--- src/rtl/lcd_pattern_gen.sv ---
// lcd_pattern_gen: registered RGB565 test-pattern source for a 480x272 LCD.
// Takes syncs and active coordinates from the timing generator and drives the
// panel with one of eight patterns. Every output lags its inputs by exactly
// two clocks. Pattern and box changes happen only on the frame tick.
// Optional build macro PATTERN_BORDER_EN adds a 1-px white frame around the
// active area on top of any pattern.
`timescale 1ns/1ps

module lcd_pattern_gen #(
  parameter int H_ACTIVE           = 480,
  parameter int V_ACTIVE           = 272,
  parameter int FRAMES_PER_PATTERN = 120,
  parameter int BOX_SIZE           = 32
) (
  input  logic       clk,
  input  logic       rst_n,
  input  logic       in_hs,
  input  logic       in_vs,
  input  logic       in_de,
  input  logic [9:0] active_x,
  input  logic [9:0] active_y,
  input  logic [2:0] pattern_sel,
  input  logic       auto_cycle,
  output logic       out_hs,
  output logic       out_vs,
  output logic       out_de,
  output logic [4:0] lcd_r,
  output logic [5:0] lcd_g,
  output logic [4:0] lcd_b,
  output logic [2:0] cur_pattern
);

  localparam int BAR16_W = H_ACTIVE / 16;
  localparam int BAR8_W  = H_ACTIVE / 8;
  localparam int CNT_W   = (FRAMES_PER_PATTERN > 1) ? $clog2(FRAMES_PER_PATTERN) : 1;
  localparam logic [CNT_W-1:0] CNT_LAST  = CNT_W'(FRAMES_PER_PATTERN - 1);
  localparam logic [9:0]       BOX_X_MAX = 10'(H_ACTIVE - BOX_SIZE);
  localparam logic [9:0]       BOX_Y_MAX = 10'(V_ACTIVE - BOX_SIZE);

  localparam logic [15:0] RGB_WHITE = 16'hFFFF;
  localparam logic [15:0] RGB_BLACK = 16'h0000;
  localparam logic [15:0] RGB_BLUE  = 16'h001F;

  // stage 1: registered copies of the timing-generator inputs
  logic       r_hs_p1, r_vs_p1, r_de_p1;
  logic [9:0] r_x_p1, r_y_p1;
  // previous stage-1 vsync, for rising-edge detection
  logic       r_vs_d;
  // stage 2: output registers
  logic       r_hs_p2, r_vs_p2, r_de_p2;
  logic [15:0] r_rgb_p2;

  // frame-synchronous state
  logic [2:0]       r_cur_pattern;
  logic [CNT_W-1:0] r_frame_cnt;
  logic [9:0]       r_box_x, r_box_y;
  logic             r_box_dx_neg, r_box_dy_neg;

  logic        w_tick;
  logic [31:0] w_x32;
  logic [15:0] w_bar16;
  logic [3:0]  w_bar8_idx;
  logic [15:0] w_bar8;
  logic [5:0]  w_ramp;
  logic        w_in_box;
  logic [15:0] w_pattern;
  logic [15:0] w_rgb_p1;

  assign w_tick = r_vs_p1 & ~r_vs_d;
  assign w_x32  = {22'd0, r_x_p1};
  assign w_ramp = r_x_p1[8:3];

  // ---- stage 0 -> stage 1 boundary ----
  // Stage 1: capture syncs and coordinates; remember last vsync for the tick.
  always_ff @(posedge clk or negedge rst_n) begin
    if (!rst_n) begin
      r_hs_p1 <= 1'b0;
      r_vs_p1 <= 1'b0;
      r_de_p1 <= 1'b0;
      r_x_p1  <= '0;
      r_y_p1  <= '0;
      r_vs_d  <= 1'b0;
    end else begin
      r_hs_p1 <= in_hs;
      r_vs_p1 <= in_vs;
      r_de_p1 <= in_de;
      r_x_p1  <= active_x;
      r_y_p1  <= active_y;
      r_vs_d  <= r_vs_p1;
    end
  end

  // Pattern selection: manual load or auto-advance, only on the frame tick.
  always_ff @(posedge clk or negedge rst_n) begin
    if (!rst_n) begin
      r_cur_pattern <= 3'd0;
      r_frame_cnt   <= '0;
    end else if (!auto_cycle) begin
      r_frame_cnt <= '0;
      if (w_tick) r_cur_pattern <= pattern_sel;
    end else if (w_tick) begin
      if (r_frame_cnt == CNT_LAST) begin
        r_frame_cnt   <= '0;
        r_cur_pattern <= (r_cur_pattern >= 3'd6) ? 3'd0 : r_cur_pattern + 3'd1;
      end else begin
        r_frame_cnt <= r_frame_cnt + CNT_W'(1);
      end
    end
  end

  // Bouncing box: one step per tick on each axis, reversing at the walls.
  always_ff @(posedge clk or negedge rst_n) begin
    if (!rst_n) begin
      r_box_x      <= '0;
      r_box_y      <= '0;
      r_box_dx_neg <= 1'b0;
      r_box_dy_neg <= 1'b0;
    end else if (w_tick) begin
      if (!r_box_dx_neg) begin
        if (r_box_x == BOX_X_MAX) begin
          r_box_dx_neg <= 1'b1;
          r_box_x      <= r_box_x - 10'd1;
        end else begin
          r_box_x <= r_box_x + 10'd1;
        end
      end else begin
        if (r_box_x == 10'd0) begin
          r_box_dx_neg <= 1'b0;
          r_box_x      <= r_box_x + 10'd1;
        end else begin
          r_box_x <= r_box_x - 10'd1;
        end
      end
      if (!r_box_dy_neg) begin
        if (r_box_y == BOX_Y_MAX) begin
          r_box_dy_neg <= 1'b1;
          r_box_y      <= r_box_y - 10'd1;
        end else begin
          r_box_y <= r_box_y + 10'd1;
        end
      end else begin
        if (r_box_y == 10'd0) begin
          r_box_dy_neg <= 1'b0;
          r_box_y      <= r_box_y + 10'd1;
        end else begin
          r_box_y <= r_box_y - 10'd1;
        end
      end
    end
  end

  // Single-bit bars: bar k lights bit 15-k; columns past the last bar stay dark.
  always_comb begin
    w_bar16 = '0;
    for (int k = 0; k < 16; k++) begin
      if (w_x32 >= 32'(k * BAR16_W) && w_x32 < 32'((k + 1) * BAR16_W))
        w_bar16 = 16'h8000 >> k;
    end
  end

  // Colour bars: locate the bar index, then map it to the classic colour order.
  always_comb begin
    w_bar8_idx = 4'd8;
    for (int k = 0; k < 8; k++) begin
      if (w_x32 >= 32'(k * BAR8_W) && w_x32 < 32'((k + 1) * BAR8_W))
        w_bar8_idx = 4'(k);
    end
    case (w_bar8_idx)
      4'd0:    w_bar8 = 16'hFFFF;  // white
      4'd1:    w_bar8 = 16'hFFE0;  // yellow
      4'd2:    w_bar8 = 16'h07FF;  // cyan
      4'd3:    w_bar8 = 16'h07E0;  // green
      4'd4:    w_bar8 = 16'hF81F;  // magenta
      4'd5:    w_bar8 = 16'hF800;  // red
      4'd6:    w_bar8 = 16'h001F;  // blue
      default: w_bar8 = 16'h0000;  // black
    endcase
  end

  assign w_in_box = ({1'b0, r_x_p1} >= {1'b0, r_box_x}) &&
                    ({1'b0, r_x_p1} <  {1'b0, r_box_x} + 11'(BOX_SIZE)) &&
                    ({1'b0, r_y_p1} >= {1'b0, r_box_y}) &&
                    ({1'b0, r_y_p1} <  {1'b0, r_box_y} + 11'(BOX_SIZE));

  // Stage-1 colour: pick the active pattern, blank outside de, optional border.
  always_comb begin
    case (r_cur_pattern)
      3'd0:    w_pattern = w_bar16;
      3'd1:    w_pattern = w_bar8;
      3'd2:    w_pattern = {w_ramp[5:1], w_ramp, w_ramp[5:1]};
      3'd3:    w_pattern = (r_x_p1[4] ^ r_y_p1[4]) ? RGB_WHITE : RGB_BLACK;
      3'd4:    w_pattern = w_in_box ? RGB_WHITE : RGB_BLUE;
      3'd5:    w_pattern = RGB_WHITE;
      default: w_pattern = RGB_BLACK;
    endcase
    w_rgb_p1 = r_de_p1 ? w_pattern : RGB_BLACK;
`ifdef PATTERN_BORDER_EN
    if (r_de_p1 && (r_x_p1 == 10'd0 || r_x_p1 == 10'(H_ACTIVE - 1) ||
                    r_y_p1 == 10'd0 || r_y_p1 == 10'(V_ACTIVE - 1)))
      w_rgb_p1 = RGB_WHITE;
`endif
  end

  // ---- stage 1 -> stage 2 boundary ----
  // Stage 2: register syncs and colour together so they stay aligned.
  always_ff @(posedge clk or negedge rst_n) begin
    if (!rst_n) begin
      r_hs_p2  <= 1'b0;
      r_vs_p2  <= 1'b0;
      r_de_p2  <= 1'b0;
      r_rgb_p2 <= '0;
    end else begin
      r_hs_p2  <= r_hs_p1;
      r_vs_p2  <= r_vs_p1;
      r_de_p2  <= r_de_p1;
      r_rgb_p2 <= w_rgb_p1;
    end
  end

  assign out_hs      = r_hs_p2;
  assign out_vs      = r_vs_p2;
  assign out_de      = r_de_p2;
  assign lcd_r       = r_rgb_p2[15:11];
  assign lcd_g       = r_rgb_p2[10:5];
  assign lcd_b       = r_rgb_p2[4:0];
  assign cur_pattern = r_cur_pattern;

endmodule

--- config.mk ---
export PLATFORM = sky130hd
export DESIGN_NAME = lcd_pattern_gen
export DESIGN_NICKNAME = d
export VERILOG_FILES = /design/src/rtl/lcd_pattern_gen.sv
export SDC_FILE = /design/constraint.sdc
export NUM_CORES = 1
export LEC_CHECK = 0
export ABC_AREA = 0
export CAP_MARGIN = 10
export CORE_MARGIN = 5
export CORE_UTILIZATION = 52
export CTS_CLUSTER_DIAMETER = 50
export DETAILED_ROUTE_END_ITERATION = 8
export PLACE_DENSITY = 0.77
export SKIP_LAST_GASP = 1
export SLEW_MARGIN = 5
export SYNTH_ARGS = -nofsm -noshare
export SYNTH_HDL_FRONTEND = slang
export SYNTH_SLANG_ARGS = --single-unit
--- constraint.sdc ---
create_clock -name clk -period 2.1 [get_ports clk]
set_input_delay 0.21 -clock clk [delete_from_list [all_inputs] [get_ports clk]]
set_output_delay 0.21 -clock clk [all_outputs]
set_load 0.05 [all_outputs]
# [Word-level counts from Yosys, hierarchy flattened]
# Cells that the tools add are included.
[op_classes] mux=49 n_eq_ne=16 order_cmp=37 n_addsub=8 bitwise=3 n_reduce_logical=32
[ops] operator="$mux W16" n=19
[ops] operator="$pmux W16 S7" n=1
[ops] operator="$pmux W16 S6" n=1
[ops] operator="$lt A10 B9 Y1 const B" n=8
[ops] operator="$ge A10 B9 Y1 const B" n=7
[ops] operator="$mux W10" n=6
[ops] operator="$ge A10 B8 Y1 const B" n=4
[ops] operator="$lt A10 B8 Y1 const B" n=4
[ops] operator="$mux W4" n=8
[ops] operator="$logic_and A1 B1 Y1" n=27
[ops] operator="$add A10 B6 Y11 const B" n=2
[ops] operator="$lt A10 B11 Y1" n=2
[ops] operator="$mux W7" n=3
[ops] operator="$add A10 B1 Y10 const B" n=2
[ops] operator="$ge A10 B10 Y1" n=2
[ops] operator="$ge A10 B7 Y1 const B" n=2
[ops] operator="$logic_not A10 Y1" n=2
[ops] operator="$lt A10 B7 Y1 const B" n=2
[ops] operator="$sub A10 B1 Y10 const B" n=2
[ops] operator="$mux W3" n=5
[ops] operator="$eq A4 B3 Y1 const B" n=3
[ops] operator="$eq A10 B8 Y1 const B" n=1
[ops] operator="$eq A10 B9 Y1 const B" n=1
[ops] operator="$ge A10 B1 Y1 const B" n=1
[ops] operator="other kinds (21)" n=30
[totals] reg_bits=74 word_cells=160 out_inout_bits=22

# [Depth between registers and ports, before layout]
[logic_depth] word_depth=20 ltp_mapped=11 ltp_nobuf=9

# [Least setup slack after synthesis]
# Ideal clock, no wire load.
[synth_path] path_type="reg-to-reg" start="register r_cur_pattern[0] (netlist: cur_pattern[0])" end="register r_rgb_p2[11]" path_buffers=1 period_less_slack_ps=2174 required_time_ps=1963 setup_ps=137 arrival_ps=2037 path_stages_with_launch=7 setup_slack_ps=-74 path_cell_list="dfrtp_1 > inv_1 > ha_1 > nor2b_1 > o41ai_2 > clkbuf_1 > a31oi_1"
[synth_between] elab_chain_cells=3 word_cells_on_any_way=8 cone_classes="eq/ne (5); mux (2); reduce/logical (1)"
[synth_lines] element="start, declared" line="54" text="logic [2:0] r_cur_pattern;"
[synth_lines] element="start signal, assigned" line="100" text="if (w_tick) r_cur_pattern <= pattern_sel;"
[synth_lines] element="start signal, assigned" line="104" text="r_cur_pattern <= (r_cur_pattern >= 3'd6) ? 3'd0 : r_cur_pattern + 3'd1;"
[synth_lines] element="$eq A3 B3 Y1, or another cell as far along" line="187" text="case (r_cur_pattern)"
[synth_lines] element="$pmux W16 S6 (*)" line="187"
[synth_lines] element="$mux W16 (*)" line="196" text="w_rgb_p1 = r_de_p1 ? w_pattern : RGB_BLACK;"
[synth_lines] element="net w_rgb_p1[11]" line="67" text="logic [15:0] w_rgb_p1;"
[synth_lines] element="end signal, assigned" line="216" text="r_rgb_p2 <= w_rgb_p1;"
[synth_lines] element="end, declared" line="51" text="logic [15:0] r_rgb_p2;"
# Mark *: on every way through the listed nets, which the timed path passes. The rest lies on a longest branch.
# A chain may end at the register's enable or synchronous reset.

# [Worst setup path after layout]
[layout_path] start="register r_box_x[6]" end="register r_rgb_p2[6]"
[layout_between] elab_chain_cells=8 word_cells_on_any_way=9 cone_classes="add/sub (1); order compare (2); mux (3); reduce/logical (3)"
[layout_lines] element="start, declared" line="56" text="logic [9:0] r_box_x, r_box_y;"
[layout_lines] element="start signal, assigned" line="122" text="r_box_x <= r_box_x - 10'd1;"
[layout_lines] element="start signal, assigned" line="124" text="r_box_x <= r_box_x + 10'd1;"
[layout_lines] element="start signal, assigned" line="129" text="r_box_x <= r_box_x + 10'd1;"
[layout_lines] element="$add A10 B6 Y11" line="181" text="({1'b0, r_x_p1} < {1'b0, r_box_x} + 11'(BOX_SIZE)) &&"
[layout_lines] element="$lt A10 B11 Y1" line="181"
[layout_lines] element="$logic_and A1 B1 Y1 (*)" line="180" text="assign w_in_box = ({1'b0, r_x_p1} >= {1'b0, r_box_x}) &&"
[layout_lines] element="$logic_and A1 B1 Y1 (*)" line="181"
[layout_lines] element="$logic_and A1 B1 Y1 (*)" line="182" text="({1'b0, r_y_p1} >= {1'b0, r_box_y}) &&"
[layout_lines] element="$mux W16 (*)" line="192" text="3'd4: w_pattern = w_in_box ? RGB_WHITE : RGB_BLUE;"
[layout_lines] element="$pmux W16 S6 (*)" line="187"
[layout_lines] element="$mux W16 (*)" line="196"
[layout_lines] element="net w_rgb_p1[6]" line="67"
# Marks and branches as above.

==> results.json <==
{
  "outcome": "finished, violations left",
  "failed_checks": "setup timing",
  "gp_congestion": 0.9678,
  "clk_latency_ns": 0.37,
  "synthArstFlopShare_pct": 100.0,
  "num-nets-final": 725,
  "grt_antenna_before_repair": 0,
  "syn_area_per_cell_um2": 9.160,
  "power_density_mw_per_mm2": 769.5,
  "fin_crit_sh_pct": 112.2,
  "drc": 0,
  "hold_viol": 0,
  "startpoint_type": "register",
  "ant_nets": 0,
  "setup_slack_ns": -0.2564,
  "hold_start": "active_x[0]",
  "max_freq_mhz": 424.4,
  "cp-end-kind": "register",
  "final_util_pct": 70.95,
  "period_needed_ns": 2.356,
  "die_y_um": 106.4,
  "whs_path_depth": 1,
  "core-area_mm2": 0.009153,
  "synth_fp_nets": 601,
  "drv_slew": 0,
  "r2r-end": "r_rgb_p2[6]$_DFF_PN0_",
  "num_antenna_cells": 0,
  "hp-class": "input pin to register",
  "slew_headroom_pct": 11.43,
  "synth_area_mm2": 0.004827,
  "drive_gt1_share_pct": 23.02,
  "vias_per_cell": 5.794,
  "r2r_slack_ns": -0.26,
  "vias": 4444,
  "clock_sinks": 74,
  "rows": 35,
  "wirelength_um": 12550,
  "synth_ff_type": "dfrtp_1",
  "htreeDepth": 3,
  "hpwlAfterDp_um": 9338,
  "path_max_fanout": 8,
  "start_util_pct": 52.74,
  "grt_max_degree": 42,
  "areaGrowthSynthToFinish_pct": 34.53,
  "yosys.area.top_type": "dfrtp_1",
  "synth_edf_count": 0,
  "synth_cells": 527,
  "worst_slew_pin_slew_ns": 1.324,
  "track_usage_pct": 22.26,
  "irDropWorstVdd_v": 0.0006421,
  "die-area_mm2": 0.01131,
  "routedWlPerCell_um": 16.37,
  "ys_top_cells_by_area": "dfrtp_1, ha_1, xnor2_1, a21oi_1, nand2_1",
  "dp_slack_ns": -0.1888,
  "drtPass1Iterations": 5,
  "critical_path_class": "register to register",
  "cts_buffers": 9,
  "synth.top_cell.area_share_pct": 38.36,
  "initialDrtViolationCount": 152,
  "grt_pass1_wl_um": 20190,
  "portBuffers": 50,
  "path_clk_slew_ns": 0.08,
  "io_pins": 51,
  "min_to": "r_x_p1[0]$_DFF_PN0_",
  "cp.required_ns": 2.29,
  "synth.ff_latch_count": 74,
  "finClkSkew_ns": 0.01121,
  "layout_commonest_cell": "buf_4",
  "total_leakage_power_nw": 2.781,
  "arrival_ns": 2.54,
  "cts_root_buf": "clkbuf_8",
  "ys_seq_area_share_pct": 38.36,
  "reg2reg_from": "r_box_x[6]$_DFFE_PN0P_",
  "synth_cell_type_count": 70,
  "die_w_um": 106.4,
  "worst-r2r-cell-count": 12,
  "most-common-layout-cells": "buf_4, dfrtp_1, clkdlybuf4s50_1",
  "setup_viol": 17,
  "maxCapViolations": 0,
  "grt_overflow": 0,
  "ys_warn_count": 0,
  "cts_max_path_buffers": 2,
  "cts_tree": "built",
  "grt_pass1_vias": 4389,
  "rsz0062_at_grt": "true"
}
[metal layers]
metal | wire length [um] | vias up | global-route usage (%)
met2 | 6367 | 146 | 38.01
met4 | 513 | 0 | 11.75
met5 | 0 | - | 0
met3 | 585 | 40 | 4.918
met1 | 5086 | 2103 | 26.03
li1 | - | 2155 | -
[where the power goes]
group          internal (mW)  switching, mW
clock                  0.546          0.564
combinational          0.936           1.22
sequential              1.61          0.130
[cell type report]
cell class	instances	area, um2
clock buffer	9	123.9
clock inverter	7	70.07
fill	680	2659
inverter	35	131.4
multi-input combinational	395	2964
sequential	74	1854
tap	111	138.9
timing repair buffer	136	1211
[what timing repair did]
| item | CTS | global route |
|---|---|---|
| pin swaps | 1 | 17 |
| cloned | 0 | 1 |
| setup endpoints to repair | 17 | 16 |
| setup buffers | 3 | 13 |
| gates resized for setup | 3 | 36 |
| hold endpoints to repair | 33 | 0 |
| hold buffers | 1 | 0 |
[worst max-delay path, stage by stage, from the launching register on]
cell and delay, ns:
dfrtp_1 0.36, buf_4 0.16, inv_1 0.06, ha_1 0.26, inv_1 0.04, ha_1 0.28
and4b_1 0.19, o21ai_1 0.10, a211o_1 0.27, nand4_1 0.09, buf_6 0.13, clkbuf_16 0.15
a31oi_1 0.07
[worst max path at each step]
stage                             endpoint                   start  slack [ns]
global route        r_rgb_p2[14]$_DFF_PN0_  r_box_x[6]$_DFFE_PN0P_       -0.45
global placement    r_rgb_p2[14]$_DFF_PN0_  r_box_x[5]$_DFFE_PN0P_       -0.09
floorplan           r_rgb_p2[10]$_DFF_PN0_  r_box_x[5]$_DFFE_PN0P_      -0.003
detailed placement  r_rgb_p2[14]$_DFF_PN0_  r_box_x[6]$_DFFE_PN0P_       -0.19
CTS                 r_rgb_p2[14]$_DFF_PN0_  r_box_y[6]$_DFFE_PN0P_       -0.17
finish               r_rgb_p2[6]$_DFF_PN0_  r_box_x[6]$_DFFE_PN0P_       -0.26
[synth_stat cells (2+ instances only)]
cell / count
dfrtp_1: 74
ha_1: 45
a21oi_1: 41
nand2_1: 40
inv_1: 33
nor2_1: 30
xnor2_1: 25
nand3_1: 24
o21ai_0: 21
a31oi_1: 20
clkbuf_1: 13
nor2b_1: 13
nor3_1: 11
nand2b_1: 10
a21o_1: 8
nand4_1: 7
buf_2: 6
o21ai_1: 6
and3_1: 5
nor4_1: 5
a211o_1: 4
and2_1: 4
o22ai_1: 4
a211oi_1: 3
a21boi_0: 3
a41oi_1: 3
buf_4: 3
o2111ai_1: 3
o211ai_1: 3
o21a_1: 3
o31ai_1: 3
or3_1: 3
xor2_1: 3
a2111oi_0: 2
a311oi_1: 2
and4_1: 2
inv_2: 2
mux2_2: 2
nand3b_1: 2
nor2_2: 2
nor3_2: 2
o21bai_1: 2
o41ai_1: 2
or4_1: 2
[registers in the layout, indices dropped and copies added (netlist names)]
name / cells
cur_pattern: 3
out_de: 1
out_hs: 1
out_vs: 1
r_box_dx_neg: 1
r_box_dy_neg: 1
r_box_x: 10
r_box_y: 10
r_de_p1: 1
r_frame_cnt: 7
r_hs_p1: 1
r_rgb_p2: 16
r_vs_p1: 1
r_x_p1: 10
r_y_p1: 10
[through the flow]
stage | hold WS, ns | instances | cell area, um2 | TNS [ns] | total power [mW]
2_1_floorplan | -0.08559 | 527 | 4846 | -0.02765 | 2.947
4_1_cts | 0.2646 | 754 | 6152 | -1.493 | 4.803
3_5_place_dp | 0.1915 | 734 | 5914 | -2.051 | 3.625
6_report | 0.2757 | 767 | 6494 | -3.448 | 4.997
3_3_place_gp | 0.1811 | 734 | 5914 | -0.8658 | 3.554
5_1_grt | 0.2455 | 767 | 6494 | -6.548 | 5.335
[logic make-up (layout without fill, tap and decap cells)]
| logic type | count (synthesis) | count (layout) | share of synthesized area, % |
|---|---|---|---|
| buffers and inverters | 58 | 187 | 4.899 |
| xor gates and xnor gates | 28 | 28 | 5.080 |
| adders and majority gates | 46 | 46 | 11.87 |
| AOI/OAI and AO/OA | 147 | 147 | 20.22 |
| DFF | 74 | 74 | 38.36 |
| muxes | 3 | 3 | 0.6739 |
| and+or+nand+nor | 171 | 171 | 18.90 |
Note: power is estimated with default switching activity, not from simulation.
